### src/rtl/regfile_pkg.sv
// Shared widths and types for the rename-aware architectural register file.
// Register count, register-id width and ROB geometry are defined here only.
package regfile_pkg;

   localparam int unsigned REG_NUM       = 32;
   localparam int unsigned REG_ID_BIT    = 5;
   localparam int unsigned ROB_WIDTH     = 16;
   localparam int unsigned ROB_WIDTH_BIT = 4;
   localparam int unsigned DATA_BIT      = 32;

   typedef logic [REG_ID_BIT-1:0]    reg_id_t;
   typedef logic [ROB_WIDTH_BIT-1:0] rob_tag_t;
   typedef logic [DATA_BIT-1:0]      word_t;

endpackage

### src/rtl/regfile_if.sv
// Decoder/ROB-facing bundle of the register file: rename, commit, flush and
// the two source read ports.
interface regfile_if
   import regfile_pkg::*;
   ();

   logic     rename_en;
   reg_id_t  rename_rd;
   rob_tag_t rename_tag;

   logic     commit_en;
   reg_id_t  commit_rd;
   rob_tag_t commit_tag;
   word_t    commit_value;

   logic     clear_all;

   reg_id_t  rs1_id;
   reg_id_t  rs2_id;
   logic     rs1_busy;
   logic     rs2_busy;
   rob_tag_t rs1_tag;
   rob_tag_t rs2_tag;
   word_t    rs1_value;
   word_t    rs2_value;

   modport master (
      output rename_en, rename_rd, rename_tag,
      output commit_en, commit_rd, commit_tag, commit_value,
      output clear_all,
      output rs1_id, rs2_id,
      input  rs1_busy, rs2_busy, rs1_tag, rs2_tag, rs1_value, rs2_value
   );

   modport slave (
      input  rename_en, rename_rd, rename_tag,
      input  commit_en, commit_rd, commit_tag, commit_value,
      input  clear_all,
      input  rs1_id, rs2_id,
      output rs1_busy, rs2_busy, rs1_tag, rs2_tag, rs1_value, rs2_value
   );

endinterface

### src/rtl/regfile.sv
// Architectural register file with per-register busy/tag rename state and a
// same-cycle commit bypass on both source read ports.
module regfile
   import regfile_pkg::*;
(
   input  logic      clk_in,
   input  logic      rst_in,
   input  logic      rdy_in,
   regfile_if.slave  bus
);

   word_t              value_q [REG_NUM];
   rob_tag_t           tag_q   [REG_NUM];
   logic [REG_NUM-1:0] busy_q;

   logic commit_wr;
   logic rename_wr;
   logic commit_retires;

   assign commit_wr = rdy_in && bus.commit_en && (bus.commit_rd != '0);
   assign rename_wr = rdy_in && bus.rename_en && (bus.rename_rd != '0) && !bus.clear_all;

   // A commit retires the in-flight producer only if it is still the latest
   // one and is not being superseded by a rename in this very cycle.
   assign commit_retires = commit_wr && busy_q[bus.commit_rd] &&
                           (tag_q[bus.commit_rd] == bus.commit_tag) &&
                           !(bus.rename_en && (bus.rename_rd == bus.commit_rd));

   always_ff @(posedge clk_in or posedge rst_in) begin
      if (rst_in) begin
         busy_q <= '0;
         for (int i = 0; i < REG_NUM; i++) begin
            value_q[i] <= '0;
            tag_q[i]   <= '0;
         end
      end else begin
         if (commit_wr) begin
            value_q[bus.commit_rd] <= bus.commit_value;
         end
         if (rdy_in && bus.clear_all) begin
            busy_q <= '0;
            for (int i = 0; i < REG_NUM; i++) begin
               tag_q[i] <= '0;
            end
         end else begin
            if (commit_retires) begin
               busy_q[bus.commit_rd] <= 1'b0;
               tag_q[bus.commit_rd]  <= '0;
            end
            if (rename_wr) begin
               busy_q[bus.rename_rd] <= 1'b1;
               tag_q[bus.rename_rd]  <= bus.rename_tag;
            end
         end
      end
   end

   // Read port 1. Bypass is gated by rdy_in so a paused pipeline sees held state.
   always_comb begin
      bus.rs1_busy  = 1'b0;
      bus.rs1_tag   = '0;
      bus.rs1_value = '0;
      if (bus.rs1_id != '0) begin
         if (rdy_in && bus.commit_en && (bus.commit_rd == bus.rs1_id) &&
             busy_q[bus.rs1_id] && (tag_q[bus.rs1_id] == bus.commit_tag) &&
             !(bus.rename_en && (bus.rename_rd == bus.rs1_id))) begin
            bus.rs1_value = bus.commit_value;
         end else if (busy_q[bus.rs1_id]) begin
            bus.rs1_busy = 1'b1;
            bus.rs1_tag  = tag_q[bus.rs1_id];
         end else begin
            bus.rs1_value = value_q[bus.rs1_id];
         end
      end
   end

   // Read port 2, same structure as port 1.
   always_comb begin
      bus.rs2_busy  = 1'b0;
      bus.rs2_tag   = '0;
      bus.rs2_value = '0;
      if (bus.rs2_id != '0) begin
         if (rdy_in && bus.commit_en && (bus.commit_rd == bus.rs2_id) &&
             busy_q[bus.rs2_id] && (tag_q[bus.rs2_id] == bus.commit_tag) &&
             !(bus.rename_en && (bus.rename_rd == bus.rs2_id))) begin
            bus.rs2_value = bus.commit_value;
         end else if (busy_q[bus.rs2_id]) begin
            bus.rs2_busy = 1'b1;
            bus.rs2_tag  = tag_q[bus.rs2_id];
         end else begin
            bus.rs2_value = value_q[bus.rs2_id];
         end
      end
   end

endmodule

### src/flat_wrapper.sv
// flat-port wrapper written by rule: the top's interface ports become plain ports
module regfile_flat import regfile_pkg::*;
  (clk_in, rst_in, rdy_in, bus_rename_en, bus_rename_rd, bus_rename_tag, bus_commit_en, bus_commit_rd, bus_commit_tag, bus_commit_value, bus_clear_all, bus_rs1_id, bus_rs2_id, bus_rs1_busy, bus_rs2_busy, bus_rs1_tag, bus_rs2_tag, bus_rs1_value, bus_rs2_value);
  regfile_if bus_i ();
  input  logic clk_in;
  input  logic rst_in;
  input  logic rdy_in;
  input wire logic [$bits(bus_i.rename_en)-1:0] bus_rename_en;
  input wire logic [$bits(bus_i.rename_rd)-1:0] bus_rename_rd;
  input wire logic [$bits(bus_i.rename_tag)-1:0] bus_rename_tag;
  input wire logic [$bits(bus_i.commit_en)-1:0] bus_commit_en;
  input wire logic [$bits(bus_i.commit_rd)-1:0] bus_commit_rd;
  input wire logic [$bits(bus_i.commit_tag)-1:0] bus_commit_tag;
  input wire logic [$bits(bus_i.commit_value)-1:0] bus_commit_value;
  input wire logic [$bits(bus_i.clear_all)-1:0] bus_clear_all;
  input wire logic [$bits(bus_i.rs1_id)-1:0] bus_rs1_id;
  input wire logic [$bits(bus_i.rs2_id)-1:0] bus_rs2_id;
  output wire logic [$bits(bus_i.rs1_busy)-1:0] bus_rs1_busy;
  output wire logic [$bits(bus_i.rs2_busy)-1:0] bus_rs2_busy;
  output wire logic [$bits(bus_i.rs1_tag)-1:0] bus_rs1_tag;
  output wire logic [$bits(bus_i.rs2_tag)-1:0] bus_rs2_tag;
  output wire logic [$bits(bus_i.rs1_value)-1:0] bus_rs1_value;
  output wire logic [$bits(bus_i.rs2_value)-1:0] bus_rs2_value;
  assign bus_i.rename_en = bus_rename_en;
  assign bus_i.rename_rd = bus_rename_rd;
  assign bus_i.rename_tag = bus_rename_tag;
  assign bus_i.commit_en = bus_commit_en;
  assign bus_i.commit_rd = bus_commit_rd;
  assign bus_i.commit_tag = bus_commit_tag;
  assign bus_i.commit_value = bus_commit_value;
  assign bus_i.clear_all = bus_clear_all;
  assign bus_i.rs1_id = bus_rs1_id;
  assign bus_i.rs2_id = bus_rs2_id;
  assign bus_rs1_busy = bus_i.rs1_busy;
  assign bus_rs2_busy = bus_i.rs2_busy;
  assign bus_rs1_tag = bus_i.rs1_tag;
  assign bus_rs2_tag = bus_i.rs2_tag;
  assign bus_rs1_value = bus_i.rs1_value;
  assign bus_rs2_value = bus_i.rs2_value;
  regfile u_core (.clk_in(clk_in), .rst_in(rst_in), .rdy_in(rdy_in), .bus(bus_i));
endmodule
### config.mk
export PLATFORM = sky130hd
export DESIGN_NAME = regfile_flat
export DESIGN_NICKNAME = d
export VERILOG_FILES = /design/src/rtl/regfile_pkg.sv /design/src/rtl/regfile_if.sv /design/src/rtl/regfile.sv /design/src/flat_wrapper.sv
export SDC_FILE = /design/constraint.sdc
export NUM_CORES = 2
export LEC_CHECK = 0
export ABC_AREA = 1
export CAP_MARGIN = 20
export CORE_ASPECT_RATIO = 0.6
export CORE_MARGIN = 2
export CORE_UTILIZATION = 24
export DETAILED_ROUTE_END_ITERATION = 8
export DONT_BUFFER_PORTS = 1
export PLACE_DENSITY = 0.41
export SYNTH_ARGS = -nofsm -noshare
export SYNTH_HDL_FRONTEND = slang
export SYNTH_SLANG_ARGS = --single-unit
### constraint.sdc
create_clock -name clk_in -period 132 [get_ports clk_in]
set_input_delay 26.4 -clock clk_in [delete_from_list [all_inputs] [get_ports clk_in]]
set_output_delay 26.4 -clock clk_in [all_outputs]
set_load 0.1 [all_outputs]
==> results.cfg <==
[setup_path]
crit_fanout = 311
worstSetupEndpointType = output port
cp_data_arrival_time_ns = 33.38
critPathLaunchType = input pin
reg2reg_slack_ns = 129.13
critPathRequiredTime_ns = 105.60
crit_type = input pin to output port

[floorplan]
coreArea_um2 = 289000
dieHeight_um = 421
die-area_um2 = 294000
num_io_pins = 140
fp-row-count = 153
floorplan.initialDensity_pct = 24.1
die_x_um = 699

[sta]
tightest_slew_ns = 5.12
final.period_utilization_pct = 45.3
fin_tns_setup_ns = 0
report.final.slew_viol_count = 1195
max_slew_margin_pct = -241
finalSetupViolCount = 0
max_freq_mhz = 16.7
fin_skew_ns = 0.0357
hold_ws_ns = 0.391
layout_min_cycle_time_ns = 59.78
rsz0062_at_grt = no
hold_viol = 0

[yosys]
yosys_register_bits = 1184
yosysMostFrequentCell = nand2_1
async_flop_share_pct = 100
synth_warnings = 0
synth_cell_types = 28
synthTopCellsByArea = dfrtp_1, o21ai_0, nand2_1
synth_top_cell_area_share_pct = 42.6
synth_common_cells = nand2_1, o21ai_0, dfrtp_1, a21oi_1, inv_1
syn_avg_cell_area_um2 = 6.81
yosysSeqAreaShare_pct = 42.6
synth_area_leader_cell = dfrtp_1
ys.flop_type = dfrtp_1
synth_nets = 10280
synth_cells = 10214
synth_edf_count = 0
synth_area_um2 = 69600

[min_path]
min_path_type = flop to flop

[clocking]
cts_tree = yes
numCtsBuffers = 143
clk_pin_slew_ns = 0.06
postCtsHoldBufs = 0
cts_resized = 0
clockBufferDepth = 4
cts_root_buf = clkbuf_16
clk_latency_ns = 0.80
clock_sinks = 1184
htree_levels = 4
cts_setup_buffers = 0

[power_and_ir_drop]
p_leak_nw = 34.1
vdd_drop_max_v = 0.00000788
pwr_density_cell_nw_per_um2 = 13.2
fin_total_pwr_mw = 1.01

[placed_design]
globalplace.congestion = 0.857
portBuffers = 0
dp_hpwl_um = 177000
placed_area_um2 = 72000

[cells_and_area]
syn_to_final_growth_pct = 10.5
fin_util_pct = 26.6
multiInputGateArea_um2 = 34100
fillers = 31980
seqCellArea_um2 = 29600
layout-drive-gt1-share_pct = 4.99
finalInstanceArea_um2 = 76900
final_nets = 9611

[grt]
grt_pass1_vias = 64973
grt_pass1_wl_um = 476000
grt_antenna_before_repair = 8
grt_max_degree = 909
grt.total_usage_pct = 21.6
overflow = 0

[route]
drcViolationCount = 0
drt_first_pass_iters = 8
viasPerCell = 5.18
wirelength_um = 328000
routedWlPerCell_um = 24.2
ant_nets = 0
drt-initial-drc-count = 8952
num_vias = 70024

[run_status]
status = finished with violations
violations = slew limit

[run]
maxCapViolCount = 0
[state kept, by name (all words and copies together) (netlist names)]
register        count
u_core.busy_q      32
u_core.value_q   1024
u_core.tag_q      128
[layout make-up]
class	instances	share of cell area [%]
Antenna cell	2	0.00651
Clock buffer	214	5.60
Clock inverter	29	0.512
Inverter	678	3.37
Multi-Input combinational cell	7417	44.3
Sequential cell	1184	38.5
Tap cell	3875	6.30
Timing Repair Buffer	121	1.40
[power breakdown]
group	internal, mW	switching, mW	total, mW
Clock	0.243	0.174	0.417
Combinational	0.0480	0.118	0.166
Sequential	0.403	0.0267	0.429
Total	0.693	0.319	1.01
[stage by stage]
step | std cells | setup slack (ns)
5_1_grt | 13518 | 71.92
6_report | 13520 | 72.22
3_5_place_dp | 13268 | 74.08
2_1_floorplan | 10214 | 72.25
4_1_cts | 13511 | 74.07
3_3_place_gp | 13265 | 74.19
[worst max-delay path, cell delays in order]
cell and delay (ns):
buf_16 0.52, buf_16 0.83, buf_16 0.54, inv_8 0.47, buf_4 0.56, nand2_1 0.16
nand3_1 0.07, nand3_1 0.13, nand2_1 0.08, nand2_1 0.06, nand3_1 0.30, nand2_1 0.29
nand2_1 0.07, o21ai_1 0.14, nor2_4 0.06, buf_4 0.28, nand2_1 0.15, nand3_1 0.28
nor2_2 1.00
[metal layers]
layer  global-route usage (%)  up-vias  part of all wire, %
met1                     32.2    34166                   47
met5                        0        -                0.013
met4                     5.66        6                  2.7
li1                         -    32448                    -
met3                     4.00      422                  8.0
met2                     31.7     2982                   42
[final timing paths]
path | endpoint | startpoint | depth (start not counted)
min | u_core.value_q[1015]$_DFFE_PP0P_ | u_core.value_q[1015]$_DFFE_PP0P_ | 0
min reg2reg | u_core.value_q[1015]$_DFFE_PP0P_ | u_core.value_q[1015]$_DFFE_PP0P_ | 0
min in group asynchronous | u_core.value_q[534]$_DFFE_PP0P_ | rst_in | 1
max in group asynchronous | u_core.value_q[613]$_DFFE_PP0P_ | rst_in | 6
max reg2reg | u_core.tag_q[109]$_DFF_PP0_ | u_core.tag_q[11]$_DFF_PP0_ | 15
max | bus_rs2_tag[1] | bus_rs2_id[0] | 19
[cell families after synthesis]
family                 count (synthesis)  share of synthesized area, %
AND/OR/NAND/NOR                     3826                          22.1
AO/OA/AOI/OAI                       3587                          26.1
flip-flops                          1184                          42.6
buffers and inverters               1613                          9.12
XOR/XNOR                               4                        0.0504
[layout by cell type, fill, tap and decap left out, drive strengths merged, types with 3 or more instances in the layout]
cell type	n
dfrtp	1184
nand3	646
nor2	519
clkinv	20
xor2	3
a21oi	931
nand2	2604
o21ai	2544
nand4	45
bufinv	9
nor3	11
inv	676
clkbuf	214
buf	121
o22ai	53
o211ai	55
Power figures use the tool's default switching activity.
